`src/rtl/alu_issue_ctrl_if.sv`:
```
// Handshake and ALU bus bundle for the ALU issue/writeback stage.
// master = instruction source / ALU / debug side, slave = alu_issue_ctrl.
interface alu_issue_ctrl_if;
   logic       in_valid;
   logic       in_ready;
   logic [7:0] in_instr;
   logic       ld_en;
   logic [1:0] ld_addr;
   logic [7:0] ld_data;
   logic [7:0] alu_a;
   logic [7:0] alu_b;
   logic [2:0] alu_op;
   logic       alu_en;
   logic [7:0] alu_res;
   logic       alu_c;
   logic       alu_z;
   logic       alu_v;
   logic [2:0] flags;
   logic       done;
   logic       busy;
   logic [1:0] dbg_addr;
   logic [7:0] dbg_data;

   modport master (
      output in_valid, in_instr, ld_en, ld_addr, ld_data,
             alu_res, alu_c, alu_z, alu_v, dbg_addr,
      input  in_ready, alu_a, alu_b, alu_op, alu_en, flags, done, busy, dbg_data
   );

   modport slave (
      input  in_valid, in_instr, ld_en, ld_addr, ld_data,
             alu_res, alu_c, alu_z, alu_v, dbg_addr,
      output in_ready, alu_a, alu_b, alu_op, alu_en, flags, done, busy, dbg_data
   );
endinterface

```
`src/rtl/alu_issue_ctrl.sv`:
```
// Issue/writeback stage around an 8-bit ALU with a 4-entry register file.
// One instruction in flight: IDLE -> ISSUE -> WAIT* -> WB -> IDLE.
// alu_en is high for exactly RES_LAT cycles; the result is sampled in WB.
// Optional macro ALU_FLAGS_ONLY_EN: instr[0]=1 suppresses the register write
// in WB (flags and done still update).
module alu_issue_ctrl #(
   parameter int RES_LAT = 2
) (
   input logic           clk,
   input logic           rst,
   alu_issue_ctrl_if.slave bus
);
   typedef enum logic [1:0] {IDLE, ISSUE, WAIT, WB} state_t;

   state_t          state;
   logic [3:0][7:0] regs;
   logic [1:0]      rd_q;
   logic [3:0]      cnt;
   logic [7:0]      rd_val;
   logic [7:0]      rs_val;
   logic            wb_wr;

`ifdef ALU_FLAGS_ONLY_EN
   logic            nowb_q;
   assign wb_wr = ~nowb_q;
`else
   assign wb_wr = 1'b1;
`endif

   // Operand read with forwarding of a same-cycle load in IDLE
   always_comb begin
      rd_val = regs[bus.in_instr[4:3]];
      rs_val = regs[bus.in_instr[2:1]];
      if (bus.ld_en && bus.ld_addr == bus.in_instr[4:3]) rd_val = bus.ld_data;
      if (bus.ld_en && bus.ld_addr == bus.in_instr[2:1]) rs_val = bus.ld_data;
   end

   assign bus.dbg_data = regs[bus.dbg_addr];

   // Issue FSM with registered handshake/ALU outputs and register file writes
   always_ff @(posedge clk) begin
      if (rst) begin
         state        <= IDLE;
         regs         <= '0;
         rd_q         <= 2'd0;
         cnt          <= 4'd0;
`ifdef ALU_FLAGS_ONLY_EN
         nowb_q       <= 1'b0;
`endif
         bus.alu_a    <= 8'h00;
         bus.alu_b    <= 8'h00;
         bus.alu_op   <= 3'b000;
         bus.alu_en   <= 1'b0;
         bus.flags    <= 3'b000;
         bus.done     <= 1'b0;
         bus.busy     <= 1'b0;
         bus.in_ready <= 1'b1;
      end else begin
         bus.done <= 1'b0;
         case (state)
            IDLE: begin
               if (bus.ld_en) regs[bus.ld_addr] <= bus.ld_data;
               if (bus.in_valid) begin
                  rd_q         <= bus.in_instr[4:3];
`ifdef ALU_FLAGS_ONLY_EN
                  nowb_q       <= bus.in_instr[0];
`endif
                  bus.alu_a    <= rd_val;
                  bus.alu_b    <= rs_val;
                  bus.alu_op   <= bus.in_instr[7:5];
                  bus.alu_en   <= 1'b1;
                  bus.in_ready <= 1'b0;
                  bus.busy     <= 1'b1;
                  state        <= ISSUE;
               end
            end
            ISSUE: begin
               cnt <= 4'(RES_LAT - 1);
               if (RES_LAT == 1) begin
                  bus.alu_en <= 1'b0;
                  bus.done   <= 1'b1;
                  state      <= WB;
               end else begin
                  state <= WAIT;
               end
            end
            WAIT: begin
               cnt <= cnt - 4'd1;
               if (cnt == 4'd1) begin
                  bus.alu_en <= 1'b0;
                  bus.done   <= 1'b1;
                  state      <= WB;
               end
            end
            WB: begin
               if (wb_wr) regs[rd_q] <= bus.alu_res;
               bus.flags    <= {bus.alu_c, bus.alu_z, bus.alu_v};
               bus.in_ready <= 1'b1;
               bus.busy     <= 1'b0;
               state        <= IDLE;
            end
            default: state <= IDLE;
         endcase
      end
   end
endmodule

```
`src/flat_wrapper.sv`:
```
// flat-port wrapper written by rule: the top's interface ports become plain ports
module alu_issue_ctrl_flat 
#(
   parameter int RES_LAT = 2
)
  (clk, rst, bus_in_valid, bus_in_instr, bus_ld_en, bus_ld_addr, bus_ld_data, bus_alu_res, bus_alu_c, bus_alu_z, bus_alu_v, bus_dbg_addr, bus_in_ready, bus_alu_a, bus_alu_b, bus_alu_op, bus_alu_en, bus_flags, bus_done, bus_busy, bus_dbg_data);
  alu_issue_ctrl_if bus_i ();
  input logic clk;
  input logic rst;
  input wire logic [$bits(bus_i.in_valid)-1:0] bus_in_valid;
  input wire logic [$bits(bus_i.in_instr)-1:0] bus_in_instr;
  input wire logic [$bits(bus_i.ld_en)-1:0] bus_ld_en;
  input wire logic [$bits(bus_i.ld_addr)-1:0] bus_ld_addr;
  input wire logic [$bits(bus_i.ld_data)-1:0] bus_ld_data;
  input wire logic [$bits(bus_i.alu_res)-1:0] bus_alu_res;
  input wire logic [$bits(bus_i.alu_c)-1:0] bus_alu_c;
  input wire logic [$bits(bus_i.alu_z)-1:0] bus_alu_z;
  input wire logic [$bits(bus_i.alu_v)-1:0] bus_alu_v;
  input wire logic [$bits(bus_i.dbg_addr)-1:0] bus_dbg_addr;
  output wire logic [$bits(bus_i.in_ready)-1:0] bus_in_ready;
  output wire logic [$bits(bus_i.alu_a)-1:0] bus_alu_a;
  output wire logic [$bits(bus_i.alu_b)-1:0] bus_alu_b;
  output wire logic [$bits(bus_i.alu_op)-1:0] bus_alu_op;
  output wire logic [$bits(bus_i.alu_en)-1:0] bus_alu_en;
  output wire logic [$bits(bus_i.flags)-1:0] bus_flags;
  output wire logic [$bits(bus_i.done)-1:0] bus_done;
  output wire logic [$bits(bus_i.busy)-1:0] bus_busy;
  output wire logic [$bits(bus_i.dbg_data)-1:0] bus_dbg_data;
  assign bus_i.in_valid = bus_in_valid;
  assign bus_i.in_instr = bus_in_instr;
  assign bus_i.ld_en = bus_ld_en;
  assign bus_i.ld_addr = bus_ld_addr;
  assign bus_i.ld_data = bus_ld_data;
  assign bus_i.alu_res = bus_alu_res;
  assign bus_i.alu_c = bus_alu_c;
  assign bus_i.alu_z = bus_alu_z;
  assign bus_i.alu_v = bus_alu_v;
  assign bus_i.dbg_addr = bus_dbg_addr;
  assign bus_in_ready = bus_i.in_ready;
  assign bus_alu_a = bus_i.alu_a;
  assign bus_alu_b = bus_i.alu_b;
  assign bus_alu_op = bus_i.alu_op;
  assign bus_alu_en = bus_i.alu_en;
  assign bus_flags = bus_i.flags;
  assign bus_done = bus_i.done;
  assign bus_busy = bus_i.busy;
  assign bus_dbg_data = bus_i.dbg_data;
  alu_issue_ctrl #(.RES_LAT(RES_LAT)) u_core (.clk(clk), .rst(rst), .bus(bus_i));
endmodule
```
`config.mk`:
```
export PLATFORM = sky130hd
export DESIGN_NAME = alu_issue_ctrl_flat
export DESIGN_NICKNAME = d
export VERILOG_FILES = /design/src/rtl/alu_issue_ctrl_if.sv /design/src/rtl/alu_issue_ctrl.sv /design/src/flat_wrapper.sv
export SDC_FILE = /design/constraint.sdc
export NUM_CORES = 1
export LEC_CHECK = 0
export CORE_MARGIN = 2
export CORE_UTILIZATION = 53
export DETAILED_ROUTE_END_ITERATION = 6
export MAX_ROUTING_LAYER = met4
export PLACE_DENSITY_LB_ADDON = 0.12
export REMOVE_ABC_BUFFERS = 1
export SYNTH_ARGS = -nofsm -noshare
export SYNTH_HDL_FRONTEND = slang
export SYNTH_SLANG_ARGS = --single-unit
```
`constraint.sdc`:
```
create_clock -name clk -period 2.25 [get_ports clk]
set_input_delay 0.45 -clock clk [delete_from_list [all_inputs] [get_ports clk]]
set_output_delay 0.45 -clock clk [all_outputs]
set_load 0.05 [all_outputs]
```
==> results.yml <==
place:
  placed_cell_area_um2: 4551
  portBuffers: 67
  finalWeightedCongestion: 0.8148
  place_hpwl_um: 6568
clock_network:
  cts_max_level: 3
  cts_root_buf: "clkbuf_8"
  insertion_delay_ns: 0.35
  cts_hold_buf: 0
  clkTransAtPathRegs_ns: 0.08
  tritoncts: "yes"
  clk_path_buf_depth: 2
  cts.sink_count: 66
  cts_made_buffers: 9
setup_path:
  cpLargestDelayFamily: "buffers and inverters"
  path_class: "input port to output port"
  critPathCaptureType: "output port"
  cp_max_fo: 3
  slowest_delay_ns: 0.59
  path_cells: "clkdlybuf4s50_1 -> mux4_2 -> buf_4"
  path_depth: 3
  worstPathArrival_ns: 1.77
  cp_num_buf_inv: 2
  start_kind: "input port"
  critPathSlowestCell: "clkdlybuf4s50_1"
  worst-r2r-cell-count: 7
  required_ns: 1.80
power_and_ir_drop:
  p_int_mw: 2.865
  power_frac_seq_pct: 33.6
  p_total_mw: 4.796
  p_leak_nw: 1.700
  switching_power_mw: 1.931
  power_frac_comb_pct: 45.0
  peakVddDrop_mv: 0.8567
  powerDensity_nw_per_um2: 1003
  swShare_pct: 40.26
  clkPwrFrac_pct: 21.4
global_route:
  grt_pass1_wl_um: 15140
  grt_start_max_net_pins: 67
  grt_usage_pct: 26.92
  grt_pass1_vias: 2962
  grt.overflow.total: 0
  antenna_found_initial: 0
cells_and_area:
  nets: 471
  drive_gt1_share_pct: 25.00
  design_area_um2: 4781
  fillers: 514
  area_delta_synth_final_pct: 28.44
  multi_input_area_um2: 2122
  regArea_um2: 1321
  n_antenna_cell: 0
synthesis:
  synth_top_area_cell: "dfxtp_1"
  yosysMostFrequentCell: "dfxtp_1"
  syn-instance-count: 353
  yosysSeqAreaShare_pct: 35.50
  synth_area_um2: 3722
  synthFlopType: "dfxtp_1"
  async_reset_ff_share_pct: 0
  synth_edf_count: 0
  ys_ff_latch: 66
  synth_top_area_share_pct: 35.50
  ys_warn_count: 0
  synth.avg_cell_area_um2: 10.54
  yosys-top-cells-count: "dfxtp_1 (66), nor2_1 (52), a211oi_1 (36), a22oi_1 (33), mux4_2 (24)"
  synth.distinct_cells: 42
  ys_top_cells_by_area: "dfxtp_1 (35%), mux4_2 (15%), a211oi_1 (7.3%), a22oi_1 (6.7%), mux2i_1 (5.4%)"
sta:
  fmax_ghz: 0.4503
  finalSetupViolations: 0
  finalMaxSlewViolations: 0
  worst_slew_pin_slew_ns: 0.5044
  period_share_pct: 98.71
  skew_ns: 0.01392
  finalCriticalPeriod_ns: 2.221
  rsz0062_at_grt: "no"
  final-hold-violation-count: 0
  slew_headroom_pct: 66.27
  fin_tns_setup_ns: 0
  holdWs_ns: 0.4649
min_path:
  min_path_cells: 2
  worstHoldPathType: "flip-flop to flip-flop"
routing:
  viasPerCell: 6.043
  drt_iter0_drc: 245
  drc: 0
  ant_nets: 0
  drt_first_pass_iters: 5
  totalWireLength_um: 9674
  post_drt_wl_per_cell_um: 18.18
  via_count: 3215
floorplanning:
  die-height_um: 87.81
  initial_core_util_pct: 54.79
  io_pins: 69
  placementRows: 30
  core-area_um2: 6794
  die_x_um: 87.81
  dieArea_um2: 7710
run:
  maxCapViolations: 0
outcome:
  outcome: "finished, final reports clean"
[final timing paths]
| kind | startpoint | to | slack, ns |
|---|---|---|---|
| worst max-delay path | bus_dbg_addr[1] | bus_dbg_data[7] | 0.03 |
| worst min-delay path | u_core.bus.alu_op[1] | u_core.bus.alu_op[1] | 0.46 |
| worst max register to register | u_core.state[1] | u_core.regs[23] | 0.45 |
| worst min register to register | u_core.bus.alu_op[1] | u_core.bus.alu_op[1] | 0.46 |
[power by group through the flow]
stage                     logic [mW]  clock network, mW  registers (mW)
after floorplan                 1.01                  0            2.03
after global placement          2.11                  0            1.62
after detailed placement        2.14                  0            1.63
after CTS                       2.17               1.04            1.61
after global routing            2.33               1.10            1.64
final                           2.16               1.03            1.61
[layout by cell type, fill, tap and decap left out, types with 2 or more instances in the layout]
| cell | synthesis | routed |
|---|---|---|
| a211oi_1 | 36 | 36 |
| a211oi_2 | 12 | 12 |
| a21oi_1 | 9 | 9 |
| a22oi_1 | 33 | 33 |
| and3_1 | 2 | 2 |
| and3b_2 | 2 | 2 |
| buf_12 | 1 | 6 |
| buf_4 | 4 | 32 |
| buf_6 | 6 | 3 |
| clkbuf_8 | 2 | 10 |
| clkdlybuf4s50_1 | 0 | 57 |
| clkinv_4 | 0 | 3 |
| dfxtp_1 | 66 | 66 |
| ha_1 | 5 | 5 |
| inv_1 | 5 | 5 |
| mux2i_1 | 20 | 20 |
| mux4_2 | 24 | 24 |
| nand2_1 | 13 | 13 |
| nand2b_1 | 2 | 2 |
| nor2_1 | 52 | 52 |
| nor2_2 | 6 | 6 |
| nor2b_1 | 3 | 3 |
| nor3_1 | 3 | 3 |
| nor3b_4 | 2 | 2 |
| o21ai_0 | 3 | 3 |
| o21ba_1 | 4 | 4 |
| xnor2_1 | 4 | 4 |
[worst register-to-register path, stage by stage (launching register included)]
cell and delay [ns]:
dfxtp_1 0.34, ha_1 0.30, buf_4 0.23, nor3b_4 0.21, o21ba_1 0.16, buf_4 0.17, nor2_1 0.06, a211oi_1 0.24
[sequential cells by signal, summed over array words and instances (netlist names)]
name,count
u_core.rd_q,2
u_core.bus.busy,1
u_core.bus.alu_en,1
u_core.regs,32
u_core.bus.alu_a,8
u_core.bus.alu_op,3
u_core.bus.flags,3
u_core.bus.in_ready,1
u_core.cnt,4
u_core.bus.done,1
u_core.state,2
u_core.bus.alu_b,8
[logic make-up after synthesis]
kind of cell               after synthesis  share of synthesized area (%)
AOI/OAI and AO/OA                      101                          21.48
and+or+nand+nor                         93                          12.64
DFF                                     66                          35.50
muxes                                   45                          20.27
buffers and inverters                   39                          7.496
adders and majority gates                5                          1.681
xor gates and xnor gates                 4                         0.9411
[cell type report]
| cell class | instances | area share (%) |
|---|---|---|
| multi-input cells | 248 | 44.39 |
| clock buffers | 11 | 2.957 |
| inverters | 5 | 0.3926 |
| flip-flops and latches | 66 | 27.64 |
| well taps | 96 | 2.512 |
| clock inverters | 5 | 1.335 |
| repair buffers | 101 | 20.78 |
[routing by layer]
| layer | routed length, um | vias to the layer above | GRT usage [%] |
|---|---|---|---|
| met4 | 74 | 0 | 6.154 |
| met3 | 696 | 15 | 5.938 |
| met1 | 4253 | 1545 | 36.03 |
| li1 | - | 1504 | - |
| met2 | 4650 | 151 | 42.01 |
| met5 | 0 | - | - |
[through the flow]
step	cells	worst slack (ns)	utilization [%]
final	532	0.02904	70.37
after global routing	532	0.006122	70.37
after CTS	532	0.01761	70.37
after detailed placement	515	-0.05611	66.98
after global placement	515	-0.04740	66.98
after floorplan	319	0.05640	-
[repair_timing]
action                                  in CTS  in global routing
buffers inserted                             1                  0
hold endpoints to repair                     0                  0
endpoints found under the setup margin       7                  0
resized for setup                            6                  0
No activity file was read; power rests on OpenSTA's default activity.
